--- config.mk ---
export PLATFORM = sky130hd
export DESIGN_NAME = lsu_dmem_ctrl
export DESIGN_NICKNAME = d
export VERILOG_FILES = /design/src/rtl/lsu_dmem_ctrl.sv
export SDC_FILE = /design/constraint.sdc
export NUM_CORES = 1
export LEC_CHECK = 0
export CAP_MARGIN = 20
export CORE_ASPECT_RATIO = 0.6
export CORE_MARGIN = 8
export CORE_UTILIZATION = 48
export CTS_BUF_LIST = sky130_fd_sc_hd__clkbuf_8
export DETAILED_ROUTE_END_ITERATION = 12
export PLACE_DENSITY = 0.83
export SETUP_SLACK_MARGIN = 0.2
export SKIP_CTS_REPAIR_TIMING = 1
export SYNTH_ARGS = -nofsm -noshare
export SYNTH_HDL_FRONTEND = slang
export SYNTH_SLANG_ARGS = --single-unit
--- constraint.sdc ---
create_clock -name clk -period 3.2 [get_ports clk]
set_input_delay 0.48 -clock clk [delete_from_list [all_inputs] [get_ports clk]]
set_output_delay 0.48 -clock clk [all_outputs]
set_load 0.02 [all_outputs]
--- src/rtl/lsu_dmem_ctrl.sv ---
// Load/store controller between the core datapath and a word-wide dmem array.
// Sub-word stores are read-modify-write; loads return sign/zero-extended data.
module lsu_dmem_ctrl #(
  parameter int unsigned Width = 32,
  parameter int unsigned AW    = 7
) (
  input  logic             clk,
  input  logic             reset_n,
  input  logic             req_valid,
  output logic             req_ready,
  input  logic             req_we,
  input  logic [2:0]       req_funct3,
  input  logic [31:0]      req_addr,
  input  logic [Width-1:0] req_wdata,
  output logic             resp_valid,
  output logic [Width-1:0] resp_rdata,
  output logic             resp_err,
  output logic             dm_we,
  output logic [AW-1:0]    dm_a,
  output logic [Width-1:0] dm_wd,
  input  logic [Width-1:0] dm_rd
);

  typedef enum logic [2:0] {StIdle, StLoad, StMerge, StWrite, StResp} state_e;

  state_e state_q, state_d;

  // Only the in-range part of the address is kept; upper bits matter only for the error check.
  logic [AW+1:0]    addr_q;
  logic [2:0]       funct3_q;
  logic [Width-1:0] wdata_q;
  logic [Width-1:0] merged_q;
  logic [Width-1:0] rdata_q;
  logic             err_q;

  logic             accept;
  logic             req_err;
  logic [Width-1:0] load_data;
  logic [Width-1:0] merge_word;
  logic [7:0]       ld_byte;
  logic [15:0]      ld_half;

  assign accept = req_valid && (state_q == StIdle);

  always_comb begin
    req_err = |req_addr[31:AW+2];
    if (req_we) begin
      case (req_funct3)
        3'b000:  ;
        3'b001:  req_err = req_err | req_addr[0];
        3'b010:  req_err = req_err | (|req_addr[1:0]);
        default: req_err = 1'b1;
      endcase
    end else begin
      case (req_funct3)
        3'b000, 3'b100: ;
        3'b001, 3'b101: req_err = req_err | req_addr[0];
        3'b010:         req_err = req_err | (|req_addr[1:0]);
        default:        req_err = 1'b1;
      endcase
    end
  end

  // State register
  always_ff @(posedge clk) begin
    if (!reset_n) begin
      state_q <= StIdle;
    end else begin
      state_q <= state_d;
    end
  end

  // Next-state logic
  always_comb begin
    state_d = state_q;
    unique case (state_q)
      StIdle: begin
        if (accept) begin
          if (req_err) begin
            state_d = StResp;
          end else if (!req_we) begin
            state_d = StLoad;
          end else if (req_funct3[1]) begin
            state_d = StWrite;
          end else begin
            state_d = StMerge;
          end
        end
      end
      StLoad:  state_d = StResp;
      StMerge: state_d = StWrite;
      StWrite: state_d = StResp;
      StResp:  state_d = StIdle;
      default: state_d = StIdle;
    endcase
  end

  // Output logic
  always_comb begin
    req_ready  = (state_q == StIdle);
    resp_valid = (state_q == StResp);
    // Gated by reset so an abandoned store never reaches dmem on the reset edge.
    dm_we      = (state_q == StWrite) && reset_n;
    dm_a       = addr_q[AW+1:2];
    dm_wd      = funct3_q[1] ? wdata_q : merged_q;
    resp_rdata = rdata_q;
    resp_err   = err_q;
  end

  // Little-endian lane selection and extension for loads
  always_comb begin
    ld_byte   = dm_rd[{addr_q[1:0], 3'b000} +: 8];
    ld_half   = dm_rd[{addr_q[1], 4'b0000} +: 16];
    load_data = dm_rd;
    case (funct3_q)
      3'b000:  load_data = {{(Width-8){ld_byte[7]}}, ld_byte};
      3'b001:  load_data = {{(Width-16){ld_half[15]}}, ld_half};
      3'b100:  load_data = {{(Width-8){1'b0}}, ld_byte};
      3'b101:  load_data = {{(Width-16){1'b0}}, ld_half};
      default: load_data = dm_rd;
    endcase
  end

  always_comb begin
    merge_word = dm_rd;
    if (funct3_q[0]) begin
      merge_word[{addr_q[1], 4'b0000} +: 16] = wdata_q[15:0];
    end else begin
      merge_word[{addr_q[1:0], 3'b000} +: 8] = wdata_q[7:0];
    end
  end

  // Request and response datapath registers
  always_ff @(posedge clk) begin
    if (!reset_n) begin
      addr_q   <= '0;
      funct3_q <= '0;
      wdata_q  <= '0;
      merged_q <= '0;
      rdata_q  <= '0;
      err_q    <= 1'b0;
    end else begin
      if (accept) begin
        addr_q   <= req_addr[AW+1:0];
        funct3_q <= req_funct3;
        wdata_q  <= req_wdata;
        rdata_q  <= '0;
        err_q    <= req_err;
      end
      if (state_q == StLoad) begin
        rdata_q <= load_data;
      end
      if (state_q == StMerge) begin
        merged_q <= merge_word;
      end
    end
  end

endmodule

# After elaboration in Yosys (flattened, before gate mapping)

Index checks and enable logic that the tools add are counted.
W data, S select, Z words.

Eq/ne operators: 12
Reductions and logical operators: 11
Add/sub/neg operators: 2
Shifts and indexed selects: 6
Multiplexer cells: 15
Bitwise gates (word level): 2

Operators with widths:

| kind                      | number |
|---|---|
| $mux W32                  | 4 |
| $pmux W32 S4              | 1 |
| $bwmux W32                | 2 |
| $shift A16 B7 Y32 const A | 1 |
| $shift A8 B7 Y32 const A  | 1 |
| $shiftx A16 B7 Y32        | 1 |
| $shiftx A32 B6 Y16        | 1 |
| $shiftx A32 B6 Y8         | 1 |
| $shiftx A8 B7 Y32         | 1 |
| $reduce_or A23 Y1         | 1 |
| $eq A3 B3 Y1 const B      | 5 |
| $neg A5 Y7                | 2 |
| $eq A3 B1 Y1 const B      | 3 |
| $eq A3 B2 Y1 const B      | 3 |
| $logic_not A3 Y1          | 3 |
| $pmux W3 S3               | 1 |
| $reduce_or A2 Y1          | 4 |
| $mux W3                   | 2 |
| $pmux W1 S3               | 2 |
| $logic_and A1 B1 Y1       | 2 |
| $mux W1                   | 2 |
| $mux W2                   | 1 |
| $ne A2 B1 Y1 const B      | 1 |
| $or A1 B1 Y1              | 2 |
| $reduce_bool A2 Y1        | 1 |

Register bits after elaboration: 112
Input port bits: 103
Word-level logic and storage cells: 55
Output and inout port bits: 75

# Logic depth before layout (Yosys ltp)

Gate-level depths: netlist (run 1).

Word-level depth: 7
Gate-level depth with buffers: 10
Depth with buffers taken out: 6

# Worst setup path before layout (run 1)

No wires, ideal clock.

Path kind: register to register
Start point: register addr_q[1]
End point: register merged_q[28]
Slack: 0.971 ns
Cell stages (with the launch flop): 11
Data required time: 3.124 ns
Data arrival time: 2.154 ns
Period minus slack after synthesis: 2.229 ns
Cell sequence: dfxtp_1 > buf_2 > buf_4 > buf_4 > inv_1 > ha_1 > nor4bb_1 > buf_2 > a221oi_1 > a211o_1 > a21boi_0

Cells in the longest elaborated chain, start to end: 4
Elaborated cells between the ends (all ways): 9
Those cells by class: add/sub: 2; shift: 4; mux: 3

Ends and longest elaborated chain:

| what                                       | line     | RTL |
|---|---|---|
| start, declared                            | 29       | `logic [AW+1:0] addr_q;` |
| start signal, assigned                     | 144      | `addr_q <= req_addr[AW+1:0];` |
| $neg A5 Y7 (on tied branches)              | 127, 129 |  |
| $shiftx A16 B7 Y32 (tied with other cells) | 127      | `merge_word[{addr_q[1], 4'b0000} +: 16] = wdata_q[15:0];` |
| $bwmux W32 (on tied branches)              | 127, 129 |  |
| $mux W32 *                                 | 126      | `if (funct3_q[0]) begin` |
| end signal, assigned                       | 154      | `merged_q <= merge_word;` |
| end, declared                              | 32       | `logic [Width-1:0] merged_q;` |

Mark *: on every way between the ends. The rest lies on a longest branch, timed or not.
A chain may end at the register's enable or synchronous reset.

# Final worst setup path (run 1)

Start point: register funct3_q[1]
End point: output port dm_wd[2]

Cells in the longest elaborated chain, start to end: 1

Ends and longest elaborated chain:

| what                   | line | RTL |
|---|---|---|
| start, declared        | 30   | `logic [2:0] funct3_q;` |
| start signal, assigned | 145  | `funct3_q <= req_funct3;` |
| $mux W32               | 105  | `dm_wd = funct3_q[1] ? wdata_q : merged_q;` |
| end, declared          | 20   | `output logic [Width-1:0] dm_wd,` |

Every way passes these cells.

==> metrics.md, run 1 <==
| Metric | Value |
|---|---|
| Clock Sinks | 112 |
| Largest net degree at the start of global routing | 54 |
| Synth top area cells | dfxtp_1 40%, nand2_1 8.8%, mux2_2 6.9% |
| Final-report setup violation count | 0 |
| Maximum vdd ir drop | between 0.0002 and 0.00025 V |
| IO Count | between 150 and 200 |
| Row cnt | 30 |
| Final hold slack | 0.4571 ns |
| Clock Path Buffers | 2 |
| Slew Viols, Final | 0 |
| Worst Skew | slightly above 0.008 ns |
| Routed wire length on met2 | roughly 8300 um |
| Initial core utilization | 0.4934 |
| Layout fillers | 900 |
| Setup Crit Path Kind | register to output pin |
| ANT nets after route | 0 |
| Clock power share | 0.299 |
| Port Buffers | between 150 and 200 |
| Syn-to-layout area delta | 35.17% |
| Synthesis-stage register bit count | 112 |
| Routability Congestion | approximately 0.9 |
| Hold Crit Class | register to register |
| Yosys warnings | 0 |
| EDFF count, synth | 0 |
| Dpl cell area | 7345 um^2 |
| Worst Path Max Fanout | 43 |
| Area of the multi-input gates | 2994 um^2 |
| Sw Share | 0.2800 |
| Slew @ Worst Pin | 1.048 ns |
| Fin crit share | 0.9091 |
| DP HPWL | 14,840 um |
| Total length of routed wires | 19,450 um |
| Fin crit period | 2.909 ns |
| Avg Cell Area, Syn | 9.049 um^2 |
| Core Util, Final | 0.6669 |
| Largest area contributor in the netlist | dfxtp_1 |
| Antenna cells | 0 |
| Startpoint types | register |
| Pre-CTS setup slack | 0.7189 ns |
| RSZ-0062 raised after global routing | no |
| Post-synth top area share | 0.4022 |
| Clock slew at reported path FFs | ~0.10 ns |
| CTS Buf Count | 9 |
| Total number of vias | 5,485 |
| Reg area | 2243 um^2 |
| Starting DRC count in detailed routing | 551 |
| Cell Area, Synth | 5574 um^2 |
| Total global-route track usage | 0.2449 |
| Layout cells sized above 1 | 0.09542 |
| Initial antenna violation count | 0 |
| Sw Pwr | 0.7767 mW |
| DR top layer | met4 |
| Yosys cell types | 52 |
| Gr ovfl total | 0 |
| Sequential power share | 0.535 |
| Vias in the first global route | ~5,400 |
| Ys flop type | dfxtp_1 |
| Worst EP required | 2.72 ns |
| Slew headroom | 0.3012 |
| Final net count | 868 |
| CORE AREA | between 10,000 and 15,000 um^2 |
| DIE WIDTH | 155.1 um |
| DR DRC count | 0 |
| Max Freq | 0.3438 GHz |
| TritonCTS clock tree | done |
| First-pass GRT wire length | 29,950 um |
| Die span in y | between 90 and 100 um |
| Seq/Total Area, Yosys | 0.4022 |
| Top-count cell post-synth | nand2_1 |
| Drt wl/cell | around 21 um |
| Outcome | finished, final reports clean |
| WP data arrival | roughly 2.4 ns |
| Max_cap viols | 0 |
| Fin. Hold Viols | 0 |
| Post-synth top cells | 130 x nand2_1, 112 x dfxtp_1, 34 x a21boi_0, 34 x mux2_2, 33 x o21ai_0 |
| Gate count of the mapped netlist | 616 |
| Worst skew pair latency | between 0.3 and 0.4 ns |
| Die area | ~15,000 um^2 |
| Met3 WL | about 2100 um |
| Comb power frac | 0.166 |
| Net count after synthesis | 724 |
| WL met1 | 8798 um |
| CTS Root Cell | clkbuf_8 |
| PD cells | 368.1 nW/um^2 |
| Cell Int Power | about 2 mW |
| Final worst slack | 0.2910 ns |
| Setup TNS Final | 0 ns |
| First-pass iteration count of the detailed router | 7 |
| Routed vias/inst | a little under 6 |
| Critical path endpoint category | output pin |
| Final instance area | 7535 um^2 |
| H-tree depth | 3 |
| Post-synth ARST share | 0 |
| Static leakage | 2.762 nW |
==> path summary, 6_finish.rpt <==
check | slack (ns) | endpoint | startpoint | cells past startpoint
max | 0.29 | dm_wd[2] | funct3_q[1] | 2
min | 0.46 | resp_rdata[2] | resp_rdata[2] | 2
max reg2reg | 0.86 | merged_q[29] | addr_q[0] | 7
min reg2reg | 0.46 | resp_rdata[2] | resp_rdata[2] | 2
==> final cells by class <==
class	count	area share
flip-flops and latches	112	0.2977
multi-input cells	439	0.3974
repair buffers	190	0.2491
well taps	160	0.02657
clock inverters	5	0.005148
clock buffers	11	0.02009
inverters	8	0.003985
==> flip-flops by register name (all words and copies together) (netlist names) <==
name and cells:
merged_q 32, resp_rdata 32, wdata_q 32, addr_q 9, funct3_q 3, state_q 3, resp_err 1
==> power by group through the flow <==
stage                     clock network (mW)  registers [mW]  logic, mW
after floorplan                            0            1.48      0.244
after global placement                     0            1.51      0.440
after detailed placement                   0            1.51      0.452
after CTS                              0.840            1.48      0.454
after global routing                   0.900            1.49      0.491
final                                  0.830            1.48      0.460
==> logic make-up after synthesis <==
group	after synthesis	synth area share
fa+ha+maj	5	0.01122
buf+inv	65	0.06061
flops	112	0.4022
mux	61	0.1217
compound gates	186	0.2548
simple gates	187	0.1495
==> worst max-delay path, stage by stage, from the launching register on <==
cell,delay (ns)
dfxtp_2,1.04
mux2_2,0.43
clkdlybuf4s50_1,0.57
==> stage by stage <==
stage / power (mW) / std cells
2_1_floorplan: 1.727 / 616
3_3_place_gp: 1.951 / 909
3_5_place_dp: 1.965 / 909
4_1_cts: 2.776 / 925
5_1_grt: 2.879 / 925
6_report: 2.774 / 925
==> per-layer routing <==
| layer | up-vias | GRT usage |
|---|---|---|
| li1 | 2536 | - |
| met1 | 2616 | 0.3379 |
| met3 | 29 | 0.06753 |
| met4 | 0 | 0.06142 |
| met2 | 304 | 0.3688 |
| met5 | - | 0 |
==> layout by cell type (no fill, tap or decap), types with 17 or more instances in the layout <==
master and instances:
a21boi_1 26, dfxtp_1 111, a221oi_1 32, clkdlybuf4s50_1 176, o21ai_0 33, nor2_1 19
a21boi_0 34, mux2_2 34, nand2_1 130, a221o_1 17, mux2i_1 25
Note: power is estimated with default switching activity, not from simulation.
==> run 2, diff against run 1 <==
--- a/config.mk
+++ b/config.mk
@@ -11,6 +11,7 @@
 export CORE_UTILIZATION = 48
 export CTS_BUF_LIST = sky130_fd_sc_hd__clkbuf_8
 export DETAILED_ROUTE_END_ITERATION = 12
+export MAX_ROUTING_LAYER = met4
 export PLACE_DENSITY = 0.83
 export SETUP_SLACK_MARGIN = 0.2
 export SKIP_CTS_REPAIR_TIMING = 1
==> run 2 against run 1 <==
  * Register-to-register slack better by 0.02 ns
  * Setup slack better by 0.0053 ns
  * Clock skew up 0.0021 ns
  * Sequential power about the same
  * Sequential cell count unchanged
  * First-iteration DRC count down 14%
==> metrics.md, run 2 (synthesized netlist as in run 1, its figures left out) <==
| Metric | Value |
|---|---|
| Largest net degree at the start of global routing | 47 (-13%) |
| Dpl cell area | 7345 um^2 (unchanged) |
| GR met1 Demand/Resource | 0.3373 (-0.0006061) |
| Layout fillers | 913 (+1.4%) |
| Worst path depth | 2 (unchanged) |
| TritonCTS clock tree | done |
| CTS Root Cell | clkbuf_8 |
| Static leakage | 2.781 nW (+0.69%) |
| Gr busiest metal | met2 |
| Final instance area | 7579 um^2 (+0.58%) |
| CORE AREA | 11,300 um^2 (unchanged) |
| Max_cap viols | 0 (unchanged) |
| Row cnt | 30 (unchanged) |
| Pwr Total | 2.920 mW (+5.3%) |
| Pre-CTS setup slack | 0.7289 ns (+0.009971 ns) |
| CTS Buf Count | 9 (unchanged) |
| Clock slew at reported path FFs | 0.11 ns (about the same) |
| Total length of routed wires | 19,080 um (-1.9%) |
| Die area | 15,430 um^2 (unchanged) |
| Top delay family on crit path | flip-flops |
| Fin. Hold Viols | 0 (unchanged) |
| Final worst slack | 0.2963 ns (+0.005341 ns) |
| IO Count | 178 (unchanged) |
| Most frequent cells in the layout | 176 x clkdlybuf4s50_1, 130 x nand2_1, 111 x dfxtp_1, 34 x mux2_2, 34 x a21boi_0 |
| Total number of vias | 5,403 (-1.5%) |
| Worst Skew | 0.01027 ns (+0.002100 ns) |
| H-tree depth | 3 (unchanged) |
| WP data arrival | 2.42 ns (about the same) |
| Layout cells sized above 1 | 0.09542 (unchanged) |
| Most common cell after layout, fill and taps aside | clkdlybuf4s50_1 |
| Total global-route track usage | 0.2461 (+0.001241) |
| Routed vias/inst | 5.841 (-1.5%) |
| Final net count | 868 (unchanged) |
| Slew Viols, Final | 0 (unchanged) |
| Gr ovfl total | 0 (unchanged) |
| PD cells | 385.3 nW/um^2 (+4.7%) |
| Setup Crit Path Kind | register to output pin |
| Port Buffers | 177 (unchanged) |
| ANT nets after route | 0 (unchanged) |
| Die span in y | 99.47 um (unchanged) |
| Fin crit share | 0.9074 (-0.001669) |
| Hold Crit Class | primary input to register |
| CP bufs+invs | 1 (unchanged) |
| Syn-to-layout area delta | 35.96% |
| Routability Congestion | 0.9440 (+1.7%) |
| Critical-path cell list | mux2_2, clkdlybuf4s50_1 |
| Worst hold path depth | 2 (unchanged) |
| Slew headroom | 0.2989 (-0.002356) |
| R2R cell count | 7 (unchanged) |
| Critical path endpoint category | output pin |
| Antenna cells | 0 (unchanged) |
| Initial antenna violation count | 0 (unchanged) |
| First-pass iteration count of the detailed router | 6 (-1) |
| Starting DRC count in detailed routing | 475 (-14%) |
| M2 GR Usage | 0.3523 (-0.01650) |
| Maximum vdd ir drop | 0.0001985 V (-4.9%) |
| Reg area | 2243 um^2 (unchanged) |
| Worst skew pair latency | 0.38 ns (about the same) |
| Final hold slack | 0.3750 ns (-0.08217 ns) |
| Outcome | finished, final reports clean |
| Fin crit period | 2.904 ns (-0.005341 ns) |
| DR DRC count | 0 (unchanged) |
| Initial core utilization | 0.4934 (unchanged) |
| Worst EP required | 2.72 ns (about the same) |
| Area of the multi-input gates | 2994 um^2 (unchanged) |
| Slew @ Worst Pin | 1.052 ns (+0.003534 ns) |
| Final-report setup violation count | 0 (unchanged) |
| Max Freq | 0.3444 GHz (+0.18%) |
| First-pass GRT wire length | 29,460 um (-1.6%) |
| Met3 global-route usage | 0.07186 (+0.004329) |
| DP HPWL | 14,710 um (-0.89%) |
| Startpoint types | register |
| Vias in the first global route | 5,237 (-2.7%) |
| Setup TNS Final | 0 ns (unchanged) |
| Critical path's largest stage delay | 1.04 ns (about the same) |
| Clock Path Buffers | 2 (unchanged) |
| Clock Sinks | 112 (unchanged) |
| Worst Path Max Fanout | 43 (unchanged) |
| Slowest CP cell | dfxtp_2 |
| RSZ-0062 raised after global routing | no |
| DIE WIDTH | 155.1 um (unchanged) |
| Drt wl/cell | 20.63 um (-1.9%) |
-- run 2: cell count changes in the layout (fill, tap and decap cells not counted) --
cell,before,now
bufinv_16,0,2
clkbuf_8,11,10
clkinv_2,1,0
clkinv_4,1,0
inv_8,0,1
-- run 2: report_power, final --
group / switching, mW / internal (mW) / total (mW)
Combinational: 0.222 / 0.237 / 0.459
Sequential: 0.0566 / 1.43 / 1.48
Clock: 0.504 / 0.474 / 0.978
Total: 0.782 / 2.14 / 2.92
-- run 2: layer usage --
| metal | wire (um) | vias to the layer above |
|---|---|---|
| li1 | - | 2532 |
| met1 | 9063 | 2562 |
| met2 | 8037 | 280 |
| met3 | 1782 | 29 |
| met4 | 199 | 0 |
| met5 | 0 | - |
-- run 2: metrics by stage --
stage / std cells / util
finish: 925 / 0.6708
global route: 925 / 0.6708
CTS: 925 / 0.6708
detailed placement: 909 / 0.6501
global placement: 909 / 0.6501
floorplan: 616 / -
-- run 2: worst paths after layout --
path | start | endpoint | slack, ns
max | funct3_q[1] | dm_wd[19] | 0.30
min reg2reg | wdata_q[23] | wdata_q[23] | 0.47
max reg2reg | addr_q[0] | merged_q[27] | 0.88
min | reset_n | state_q[2] | 0.37
-- run 2: area by class of cell --
cell class,instances,area share
sequential,112,0.2960
inverter,8,0.003962
multi-input combinational,439,0.3951
clock inverter,6,0.01271
clock buffer,10,0.01816
timing repair buffer,190,0.2476
tap,160,0.02642
